[src/rtl/mem_arbiter.sv]
// Two-requester round-robin arbiter in front of a single-port memory with a
// fixed read latency of MEM_LAT cycles.
module mem_arbiter #(
    parameter int unsigned MEM_LAT = 1
) (
    input  logic        clk,
    input  logic        reset,
    input  logic        req0,
    input  logic        req1,
    input  logic        we0,
    input  logic        we1,
    input  logic [31:0] adr0,
    input  logic [31:0] adr1,
    input  logic [31:0] wd0,
    input  logic [31:0] wd1,
    output logic        ack0,
    output logic        ack1,
    output logic [31:0] rd0,
    output logic [31:0] rd1,
    output logic [31:0] mem_adr,
    output logic [31:0] mem_wd,
    output logic        mem_we,
    input  logic [31:0] mem_rd,
    output logic        busy,
    output logic        gnt
);

    localparam int unsigned DW = 32;
    localparam int unsigned CW = 3;

    typedef enum logic [1:0] {
        S_IDLE  = 2'd0,
        S_ISSUE = 2'd1,
        S_WAIT  = 2'd2,
        S_DONE  = 2'd3
    } state_t;

    state_t        state_q, state_d;
    logic [CW-1:0] cnt_q, cnt_d;
    logic          last_q, last_d;
    logic          gnt_q, gnt_d;
    logic          we_q, we_d;
    logic [DW-1:0] adr_q, adr_d;
    logic [DW-1:0] wd_q, wd_d;
    logic          mem_we_q, mem_we_d;
    logic          ack0_q, ack0_d;
    logic          ack1_q, ack1_d;
    logic [DW-1:0] rd0_q, rd0_d;
    logic [DW-1:0] rd1_q, rd1_d;
    logic          busy_q, busy_d;
    logic          sel;
    logic          sel_we;

    // State register with synchronous active-low reset
    always_ff @(posedge clk) begin
        if (!reset) begin
            state_q  <= S_IDLE;
            cnt_q    <= '0;
            last_q   <= 1'b1;
            gnt_q    <= 1'b0;
            we_q     <= 1'b0;
            adr_q    <= '0;
            wd_q     <= '0;
            mem_we_q <= 1'b0;
            ack0_q   <= 1'b0;
            ack1_q   <= 1'b0;
            rd0_q    <= '0;
            rd1_q    <= '0;
            busy_q   <= 1'b0;
        end else begin
            state_q  <= state_d;
            cnt_q    <= cnt_d;
            last_q   <= last_d;
            gnt_q    <= gnt_d;
            we_q     <= we_d;
            adr_q    <= adr_d;
            wd_q     <= wd_d;
            mem_we_q <= mem_we_d;
            ack0_q   <= ack0_d;
            ack1_q   <= ack1_d;
            rd0_q    <= rd0_d;
            rd1_q    <= rd1_d;
            busy_q   <= busy_d;
        end
    end

    // Next-state and registered-output logic; write ack and mem_we are set on
    // the grant edge so they appear during the ISSUE cycle itself.
    always_comb begin
        state_d  = state_q;
        cnt_d    = cnt_q;
        last_d   = last_q;
        gnt_d    = gnt_q;
        we_d     = we_q;
        adr_d    = adr_q;
        wd_d     = wd_q;
        mem_we_d = 1'b0;
        ack0_d   = 1'b0;
        ack1_d   = 1'b0;
        rd0_d    = rd0_q;
        rd1_d    = rd1_q;
        sel      = (req0 && req1) ? ~last_q : req1;
        sel_we   = sel ? we1 : we0;

        case (state_q)
            S_IDLE: begin
                if (req0 || req1) begin
                    state_d  = S_ISSUE;
                    gnt_d    = sel;
                    last_d   = sel;
                    we_d     = sel_we;
                    adr_d    = sel ? adr1 : adr0;
                    wd_d     = sel ? wd1 : wd0;
                    mem_we_d = sel_we;
                    ack0_d   = sel_we && !sel;
                    ack1_d   = sel_we && sel;
                end
            end
            S_ISSUE: begin
                if (we_q) begin
                    state_d = S_IDLE;
                end else begin
                    cnt_d   = CW'(MEM_LAT - 1);
                    state_d = S_WAIT;
                end
            end
            S_WAIT: begin
                if (cnt_q == '0) begin
                    state_d = S_DONE;
                    ack0_d  = !gnt_q;
                    ack1_d  = gnt_q;
                    if (gnt_q) begin
                        rd1_d = mem_rd;
                    end else begin
                        rd0_d = mem_rd;
                    end
                end else begin
                    cnt_d = cnt_q - CW'(1);
                end
            end
            S_DONE: begin
                state_d = S_IDLE;
            end
            default: begin
                state_d = S_IDLE;
            end
        endcase

        busy_d = (state_d != S_IDLE);
    end

    assign ack0    = ack0_q;
    assign ack1    = ack1_q;
    assign rd0     = rd0_q;
    assign rd1     = rd1_q;
    assign mem_adr = adr_q;
    assign mem_wd  = wd_q;
    assign mem_we  = mem_we_q;
    assign busy    = busy_q;
    assign gnt     = gnt_q;

endmodule
[config.mk]
export PLATFORM = sky130hd
export DESIGN_NAME = mem_arbiter
export DESIGN_NICKNAME = d
export VERILOG_FILES = /design/src/rtl/mem_arbiter.sv
export SDC_FILE = /design/constraint.sdc
export NUM_CORES = 1
export LEC_CHECK = 0
export CAP_MARGIN = 20
export CORE_MARGIN = 2
export CORE_UTILIZATION = 44
export DETAILED_ROUTE_END_ITERATION = 10
export GPL_ROUTABILITY_DRIVEN = 0
export PLACE_DENSITY = 0.95
export SYNTH_ARGS = -nofsm -noshare
export SYNTH_HDL_FRONTEND = slang
export SYNTH_SLANG_ARGS = --single-unit
[constraint.sdc]
create_clock -name clk -period 3.2 [get_ports clk]
set_clock_uncertainty 0.05 [all_clocks]
set_input_delay 0.48 -clock clk [delete_from_list [all_inputs] [get_ports clk]]
set_output_delay 0.48 -clock clk [all_outputs]
set_load 0.02 [all_outputs]
==> flow_summary.yaml, run 1 <==
global_routing:
  grt_max_degree: 86
  grt_pass1_vias: 6061
  grtUsageTotal: 0.263
  antenna_found_initial: 0
  grt_pass1_wl_um: 30500
  grt-ovfl-total: 0
drt:
  vias_per_cell: 5.41
  via_count: 6079
  dr.pass1.iters: 7
  ant_nets: 0
  wl_per_cell_um: 17.2
  drcViolationCount: 0
  drt_wl_total_um: 19300
  drt_iter0_drc: 353
pwr:
  ir_drop_uv: 334
  p_seq_frac: 0.361
  p_leak_nw: 3.76
  power_frac_comb: 0.266
  clkPwrFrac: 0.372
  power.switching_mw: 1.66
  cellPowerDensity_mw_per_mm2: 580
  swShare: 0.294
  power.internal_mw: 3.98
cts:
  ctsResizeCount: 0
  clk_latency_ps: 410
  root_buffer: "clkbuf_16"
  post_cts_buffers: 0
  cts_buffers: 17
  cts.sink_count: 140
  h-tree-depth: 4
  clkSlewWorstSetupHoldPaths_ps: 60
  tritoncts: "yes"
  hold_buffers: 0
  max-clock-path-buffers: 2
yosys:
  yosysTopAreaCellShare: 0.463
  yosys.area.top_type: "dfxtp_1"
  synth_area_mm2: 0.00606
  synth.area.top_cells: "dfxtp_1 46%, nand2_1 14%, mux2i_1 11%, a311oi_2 9.7%, a21oi_1 5.9%"
  synth_area_per_cell_um2: 9.04
  netlist_instances: 670
  synth.distinct_cells: 34
  yosysSeqAreaShare: 0.463
  ys_seq_elements: 140
  yosys_warnings: 0
  syn_nets: 838
sta:
  fmax_mhz: 464
  period_needed_ps: 2160
  rsz0062_at_grt: "no"
  slew_headroom: 0.505
  finalSetupTns_ps: 0
  finalCritPeriodShare: 0.674
  tightest_slew_ps: 743
  setup-violations-final: 0
  hold_viol: 0
  final_max_slew_viol_count: 0
  setup_ws_ps: 1040
die:
  die_area_mm2: 0.0147
  initial_core_util: 0.454
  core_mm2: 0.0133
  io_pins: 299
  rows: 42
  chipHeight_um: 121
  die_w_um: 121
outcome:
  status: "finished, final reports clean"
cells_and_area:
  fill_cells: 900
  final_layout_size_suffix_gt1_frac: 0.0949
  num_antenna_cells: 0
  area_growth_pct: 60.5
  layout.nets: 1103
critical_path:
  path_class: "flop to flop"
  critical_path.startpoint_type: "flop"
  critPathMaxFanout: 17
  required_ps: 3480
  crit_arrival_ps: 2440
  endpoint_kind: "flop"
place:
  dpl.hpwl_um: 13500
  pre_cts_slack_ps: 752
  io_buffer_count: 298
run:
  maxCapViolCount: 0
min_path:
  min_path_type: "primary input to flop"
## critical path, cell delays in order, from the launching register on
cell      delay, ps
dfxtp_1         310
inv_1            90
ha_1            190
and4bb_1        310
nor2b_4         580
buf_4           320
mux2i_1         220
## power groups by stage
stage	registers, mW	clock network [mW]	logic (mW)
floorplan	2.26	0	0.626
global placement	2.06	0	1.47
detailed placement	2.07	0	1.50
CTS	2.04	2.14	1.51
global route	2.06	2.20	1.61
finish	2.04	2.10	1.50
## cell usage after synthesis
library cell and n:
nand2b_1 3, or4_1 1, nor2_1 2, buf_4 4, o32ai_1 1, o21ai_0 4, a21boi_1 2, a21oi_1 71
inv_1 4, nor3_1 1, a311oi_1 26, nand2_1 229, a21bo_2 1, o31ai_1 1, nor2_4 1, buf_2 12
ha_1 2, nand3_1 1, and2_1 1, o22ai_1 2, inv_2 1, dfxtp_1 140, and4bb_1 1, nor2b_1 3
mux2i_1 64, nand2_2 1, or2_1 1, and3_1 1, buf_6 9, o21a_1 2, buf_1 7, clkbuf_1 31
nand3b_1 1, a311oi_2 39
## layout by cell type, fill, tap and decap left out, types with 2 or more instances in the layout
master / n
clkdlybuf4s50_1: 297
nand2_1: 229
dfxtp_1: 140
a21oi_1: 71
mux2i_1: 64
a311oi_2: 39
a311oi_1: 26
clkbuf_16: 17
buf_4: 6
buf_12: 5
inv_1: 4
o21ai_0: 4
clkinvlp_4: 4
bufinv_16: 4
nand2b_1: 3
nor2b_1: 2
o22ai_1: 2
o21a_1: 2
nor2_1: 2
ha_1: 2
clkinv_4: 2
inv_6: 2
## logic make-up (layout without fill, tap and decap cells)
kind of cell,Yosys count,count (layout),synth area share
flops,140,140,0.463
fa+ha+maj,2,2,0.00413
simple gates,247,247,0.162
mux,64,64,0.106
compound gates,149,149,0.208
buf+inv,68,346,0.0583
## layout make-up
type                       instances  area [µm²]  area share
inverter                           5        18.8     0.00193
multi-input combinational        462        2920       0.301
timing repair buffer             309        3120       0.321
clock buffer                      19         443      0.0456
tap                              176         220      0.0227
clock inverter                    13         190      0.0196
sequential                       140        2800       0.288
## path summary, 6_finish.rpt
kind / start / end / slack (ps) / cells past startpoint
min reg2reg: rd0[22] / rd0[22] / 410 / 2
max: cnt_q[0] / rd0[7] / 1040 / 6
max reg2reg: cnt_q[0] / rd0[7] / 1040 / 6
min: reset / last_q / 400 / 2
## state kept, by name (all words and copies together) (netlist names), 2 cells and up
name	count
mem_wd	32
rd0	32
state_q	2
cnt_q	3
mem_adr	32
rd1	32
## through the flow
| stage | util | cell area, µm² | std cells | hold WS, ps | power, mW |
|---|---|---|---|---|---|
| CTS | 0.728 | 9720 | 1124 | 385 | 5.68 |
| global route | 0.728 | 9720 | 1124 | 425 | 5.87 |
| global placement | 0.681 | 9090 | 1092 | 392 | 3.54 |
| finish | 0.728 | 9720 | 1124 | 399 | 5.64 |
| floorplan | - | 6060 | 670 | 404 | 2.89 |
| detailed placement | 0.681 | 9090 | 1092 | 398 | 3.57 |
## routing by layer
layer  GRT usage  part of all wire  up-vias
li1            -                 -     2871
met1       0.285              0.37     2862
met2       0.463              0.51      291
met3      0.0898             0.087       55
met4       0.116             0.034        0
met5           0                 0        -
Note: power is estimated with default switching activity, not from simulation.
==> run 2: changes to the inputs <==
--- a/config.mk
+++ b/config.mk
@@ -7,10 +7,10 @@
 export LEC_CHECK = 0
 export CAP_MARGIN = 20
 export CORE_MARGIN = 2
-export CORE_UTILIZATION = 44
+export CORE_UTILIZATION = 41
 export DETAILED_ROUTE_END_ITERATION = 10
 export GPL_ROUTABILITY_DRIVEN = 0
-export PLACE_DENSITY = 0.95
+export PLACE_DENSITY = 0.92
 export SYNTH_ARGS = -nofsm -noshare
 export SYNTH_HDL_FRONTEND = slang
 export SYNTH_SLANG_ARGS = --single-unit
==> constraint.sdc (replaced) <==
create_clock -name clk -period 2.2 [get_ports clk]
set_clock_uncertainty 0.05 [all_clocks]
set_input_delay 0.33 -clock clk [delete_from_list [all_inputs] [get_ports clk]]
set_output_delay 0.33 -clock clk [all_outputs]
set_load 0.02 [all_outputs]
==> run 2 against run 1 <==
Against the previous run: sequential share of layout area is 0.14 points lower; hold slack worse by 6.8 ps; via count is 1.9% lower; largest cell class unchanged; critical endpoint is now gnt; total power is 44% higher; clock power is 41% higher; register-to-register slack worse by 550 ps; sequential power is 45% higher; highest routed layer unchanged; sequential cell count stayed put; global-route usage is 2.1 points lower; non-clock buffer count is 6 higher.
==> flow_summary.yaml, run 2 (same netlist as run 1, synthesis figures left out) <==
outcome:
  status: "finished, final reports clean"
critical_path:
  crit_cells: 1
  required_ps: 1820
  path_cells: "clkdlybuf4s50_1"
  ff2ff_setup_slack_ps: 490
  crit_family: "buffers and inverters"
  r2r_cells: 6
  critPathMaxFanout: 5
  path_class: "flop to output port"
  cp-startpoint: "gnt"
  slowest_delay_ps: 680
  reg2reg_from: "cnt_q[0]"
  endpoint_kind: "output port"
  endpoint: "gnt"
  regToRegEndpoint: "rd0[30]"
  crit_arrival_ps: 1530
  crit_buf_inv: 1
  worst_path_max_delay_cell: "clkdlybuf4s50_1"
  critical_path.startpoint_type: "flop"
sta:
  rsz0062_at_grt: "no"
  tightest_slew_ps: 743
  period_needed_ps: 1910
  setup_ws_ps: 289
  slew_headroom: 0.505
  hold_viol: 0
  fmax_mhz: 523
  whs_ps: 392
  final_max_slew_viol_count: 0
  setup-violations-final: 0
  finalCritPeriodShare: 0.869
cells_and_area:
  seq_area_mm2: 0.00280
  fill_cells: 1060
  mostFrequentLayoutCell: "clkdlybuf4s50_1"
  design_area_mm2: 0.00977
  layout.nets: 1109
  multi_input_comb_area_mm2: 0.00292
  area_growth_pct: 61.3
  final_layout_size_suffix_gt1_frac: 0.101
  num_antenna_cells: 0
  mostFrequentLayoutCells: "297 x clkdlybuf4s50_1, 229 x nand2_1, 140 x dfxtp_1"
pwr:
  clkPwrFrac: 0.364
  power.switching_mw: 2.45
  p_seq_frac: 0.364
  ir_drop_uv: 517
  cellPowerDensity_mw_per_mm2: 832
  p_leak_nw: 3.79
  power.internal_mw: 5.68
  swShare: 0.301
  power_frac_comb: 0.272
  p_total_mw: 8.13
die:
  initial_core_util: 0.418
  die_area_mm2: 0.0158
  die_w_um: 126
  chipHeight_um: 126
  io_pins: 299
  rows: 44
  core_mm2: 0.0145
cts:
  cts_buffers: 17
  h-tree-depth: 4
  root_buffer: "clkbuf_16"
  cts.sink_count: 140
  clkSlewWorstSetupHoldPaths_ps: 60
  hold_buffers: 0
  ctsResizeCount: 0
  post_cts_buffers: 0
  tritoncts: "yes"
  clk_latency_ps: 410
  max-clock-path-buffers: 2
global_routing:
  grt_pass1_vias: 6113
  grt_max_degree: 104
  grt_pass1_wl_um: 31000
  grtUsageTotal: 0.242
  antenna_found_initial: 0
  grt-ovfl-total: 0
run:
  maxCapViolCount: 0
place:
  dpl.hpwl_um: 13400
  place_area_mm2: 0.00915
  pre_cts_slack_ps: -4.95
  io_buffer_count: 298
drt:
  drt_iter0_drc: 376
  via_count: 5961
  drcViolationCount: 0
  ant_nets: 0
  drt_wl_total_um: 19100
  vias_per_cell: 5.24
  wl_per_cell_um: 16.8
  dr.pass1.iters: 4
min_path:
  worstHoldPathCells: 3
  min_path_type: "primary input to flop"
run 2: cell types whose count changed in the layout (fill, tap and decap cells not counted), sizes merged:
cell      before  now
bufinv         4    3
clkinv         3    4
buf           12   18
clkbuf        19   18
inv            7   10
clkinvlp       4    2
run 2: metal layers:
| metal | GRT usage | up-vias | wire, µm |
|---|---|---|---|
| li1 | - | 2876 | - |
| met1 | 0.283 | 2757 | 7620 |
| met3 | 0.0809 | 37 | 1750 |
| met4 | 0.0889 | 0 | 486 |
| met5 | 0 | - | 0 |
| met2 | 0.411 | 291 | 9240 |
run 2: area by class of cell:
cell class | instances | share of cell area
clock inverters | 14 | 0.0190
clock buffers | 18 | 0.0439
inverters | 5 | 0.00192
multi-input cells | 462 | 0.299
flip-flops and latches | 140 | 0.287
repair buffers | 315 | 0.326
well taps | 184 | 0.0236
run 2: worst min-delay path, stage by stage:
cell,delay [ps]
buf_2,120
inv_2,200
nor2_1,150
run 2: how the worst min path moves through the flow:
stage	start	to	slack [ps]
final	reset	state_q[1]	390
after global routing	rd1[12]	rd1[12]	420
after CTS	reset	state_q[1]	380
after detailed placement	rd0[28]	rd0[28]	400
after global placement	rd0[3]	rd0[3]	390
after floorplan	cnt_q[0]	cnt_q[0]	400
run 2: stage by stage:
step,std cells,util,setup TNS (ps)
2_1_floorplan,670,-,0
3_3_place_gp,1106,0.632,0
3_5_place_dp,1106,0.632,-7.77
4_1_cts,1138,0.675,0
5_1_grt,1138,0.675,0
6_report,1138,0.675,0
run 2: power by group through the flow:
stage	sequential, mW	combinational (mW)	clock (mW)
floorplan	3.29	0.911	0
global placement	3.00	2.17	0
detailed placement	3.01	2.22	0
CTS	2.96	2.22	3.02
global route	2.99	2.36	3.14
finish	2.96	2.21	2.96
==> run 3: changes to the inputs <==
==> constraint.sdc (replaced) <==
create_clock -name clk -period 2.2 [get_ports clk]
set_clock_uncertainty 0.05 [all_clocks]
set_input_delay 0.55 -clock clk [delete_from_list [all_inputs] [get_ports clk]]
set_output_delay 0.55 -clock clk [all_outputs]
set_load 0.02 [all_outputs]
==> run 3 against run 2 <==
Against the previous run: total power fell by 3.8%; via count up 0.50%; sequential share of layout area is essentially flat; fmax down 4.9%; first-iteration DRC count shrank 24%; core utilization about the same.
==> flow_summary.yaml, run 3 (same netlist as run 1, synthesis figures left out) <==
outcome:
  status: "finished, final reports clean"
drt:
  drcViolationCount: 0
  dr.pass1.iters: 4
  met2_wirelength_um: 9020
  wl_met3_um: 1750
  wl_per_cell_um: 16.3
  ant_nets: 0
  vias_per_cell: 5.26
  drt_iter0_drc: 286
  highest_layer: "met4"
  via_count: 5991
  drt_wl_total_um: 18600
  drt-met1-wl_um: 7250
place:
  place_area_mm2: 0.00921
  dpl.hpwl_um: 13500
  dpl.cell_count: 1109
  pre_cts_slack_ps: -97.7
  io_buffer_count: 298
global_routing:
  grtUsageTotal: 0.232
  antenna_found_initial: 0
  grt-ovfl-total: 0
  grt_pass1_vias: 5866
  grt_max_degree: 55
  grt_pass1_wl_um: 29600
sta:
  slew_headroom: 0.692
  finalSetupTns_ps: 0
  finalCritPeriodShare: 0.914
  hold_viol: 0
  fmax_mhz: 497
  rsz0062_at_grt: "no"
  final_max_slew_viol_count: 0
  tightest_slew_ps: 458
  period_needed_ps: 2010
  setup_ws_ps: 190
  setup-violations-final: 0
critical_path:
  crit_family: "buffers and inverters"
  endpoint_kind: "output port"
  crit_buf_inv: 1
  path_cells: "clkdlybuf4s50_1"
  path_class: "flop to output port"
  required_ps: 1600
  critPathMaxFanout: 2
  worst_path_max_delay_cell: "clkdlybuf4s50_1"
  slowest_delay_ps: 640
  critical_path.startpoint_type: "flop"
  crit_arrival_ps: 1410
cts:
  post_cts_buffers: 0
  root_buffer: "clkbuf_16"
  ctsResizeCount: 0
  clk_latency_ps: 400
  h-tree-depth: 4
  max-clock-path-buffers: 2
  tritoncts: "yes"
  clkSlewWorstSetupHoldPaths_ps: 60
  cts_buffers: 17
  cts.sink_count: 140
  hold_buffers: 0
cells_and_area:
  area_growth_pct: 61.2
  mostFrequentLayoutCell: "clkdlybuf4s50_1"
  layout.nets: 1112
  design_area_mm2: 0.00976
  fill_cells: 1117
  final_layout_size_suffix_gt1_frac: 0.104
  seq_area_mm2: 0.00280
  mostFrequentLayoutCells: "296 x clkdlybuf4s50_1, 229 x nand2_1, 140 x dfxtp_1"
  num_antenna_cells: 0
  finalNonFillerCells: 1140
  multi_input_comb_area_mm2: 0.00292
pwr:
  power.switching_mw: 2.38
  power.internal_mw: 5.45
  power_frac_comb: 0.285
  p_leak_nw: 3.80
  cellPowerDensity_mw_per_mm2: 801
  clkPwrFrac: 0.337
  swShare: 0.304
  ir_drop_uv: 555
  p_seq_frac: 0.378
die:
  die_w_um: 126
  rows: 44
  core_mm2: 0.0145
  io_pins: 299
  initial_core_util: 0.418
  die_area_mm2: 0.0158
  chipHeight_um: 126
min_path:
  min_path_type: "flop to flop"
run:
  maxCapViolCount: 0
## run 3: power by group through the flow
stage / sequential, mW / clock [mW] / combinational (mW)
3_3_place_gp: 3.00 / 0 / 2.20
3_5_place_dp: 3.01 / 0 / 2.24
2_1_floorplan: 3.29 / 0 / 0.911
4_1_cts: 2.96 / 2.70 / 2.25
5_1_grt: 2.99 / 2.83 / 2.38
6_report: 2.96 / 2.63 / 2.23
## run 3: worst paths after layout
path | slack, ps | to | cells after the start | from
setup / recovery | 190 | mem_adr[30] | 1 | mem_adr[30]
hold / removal | 410 | rd0[26] | 2 | rd0[26]
setup reg to reg | 490 | rd0[3] | 6 | cnt_q[0]
hold reg to reg | 410 | rd0[26] | 2 | rd0[26]
## run 3: through the flow
step | total power [mW] | hold WS [ps] | util
finish | 7.82 | 405 | 0.674
detailed placement | 5.25 | 397 | 0.636
global route | 8.20 | 423 | 0.674
floorplan | 4.20 | 404 | -
global placement | 5.20 | 391 | 0.636
CTS | 7.90 | 407 | 0.674
## run 3: metal layers
| layer | vias up | global-route usage |
|---|---|---|
| met2 | 275 | 0.386 |
| met3 | 39 | 0.0843 |
| met1 | 2791 | 0.272 |
| met4 | 0 | 0.0882 |
| met5 | - | 0 |
| li1 | 2886 | - |
## run 3: layout make-up
class	instances	share of cell area
tap	184	0.0236
sequential	140	0.287
multi-input combinational	462	0.299
timing repair buffer	318	0.332
inverter	5	0.00192
clock buffer	17	0.0436
clock inverter	14	0.0124
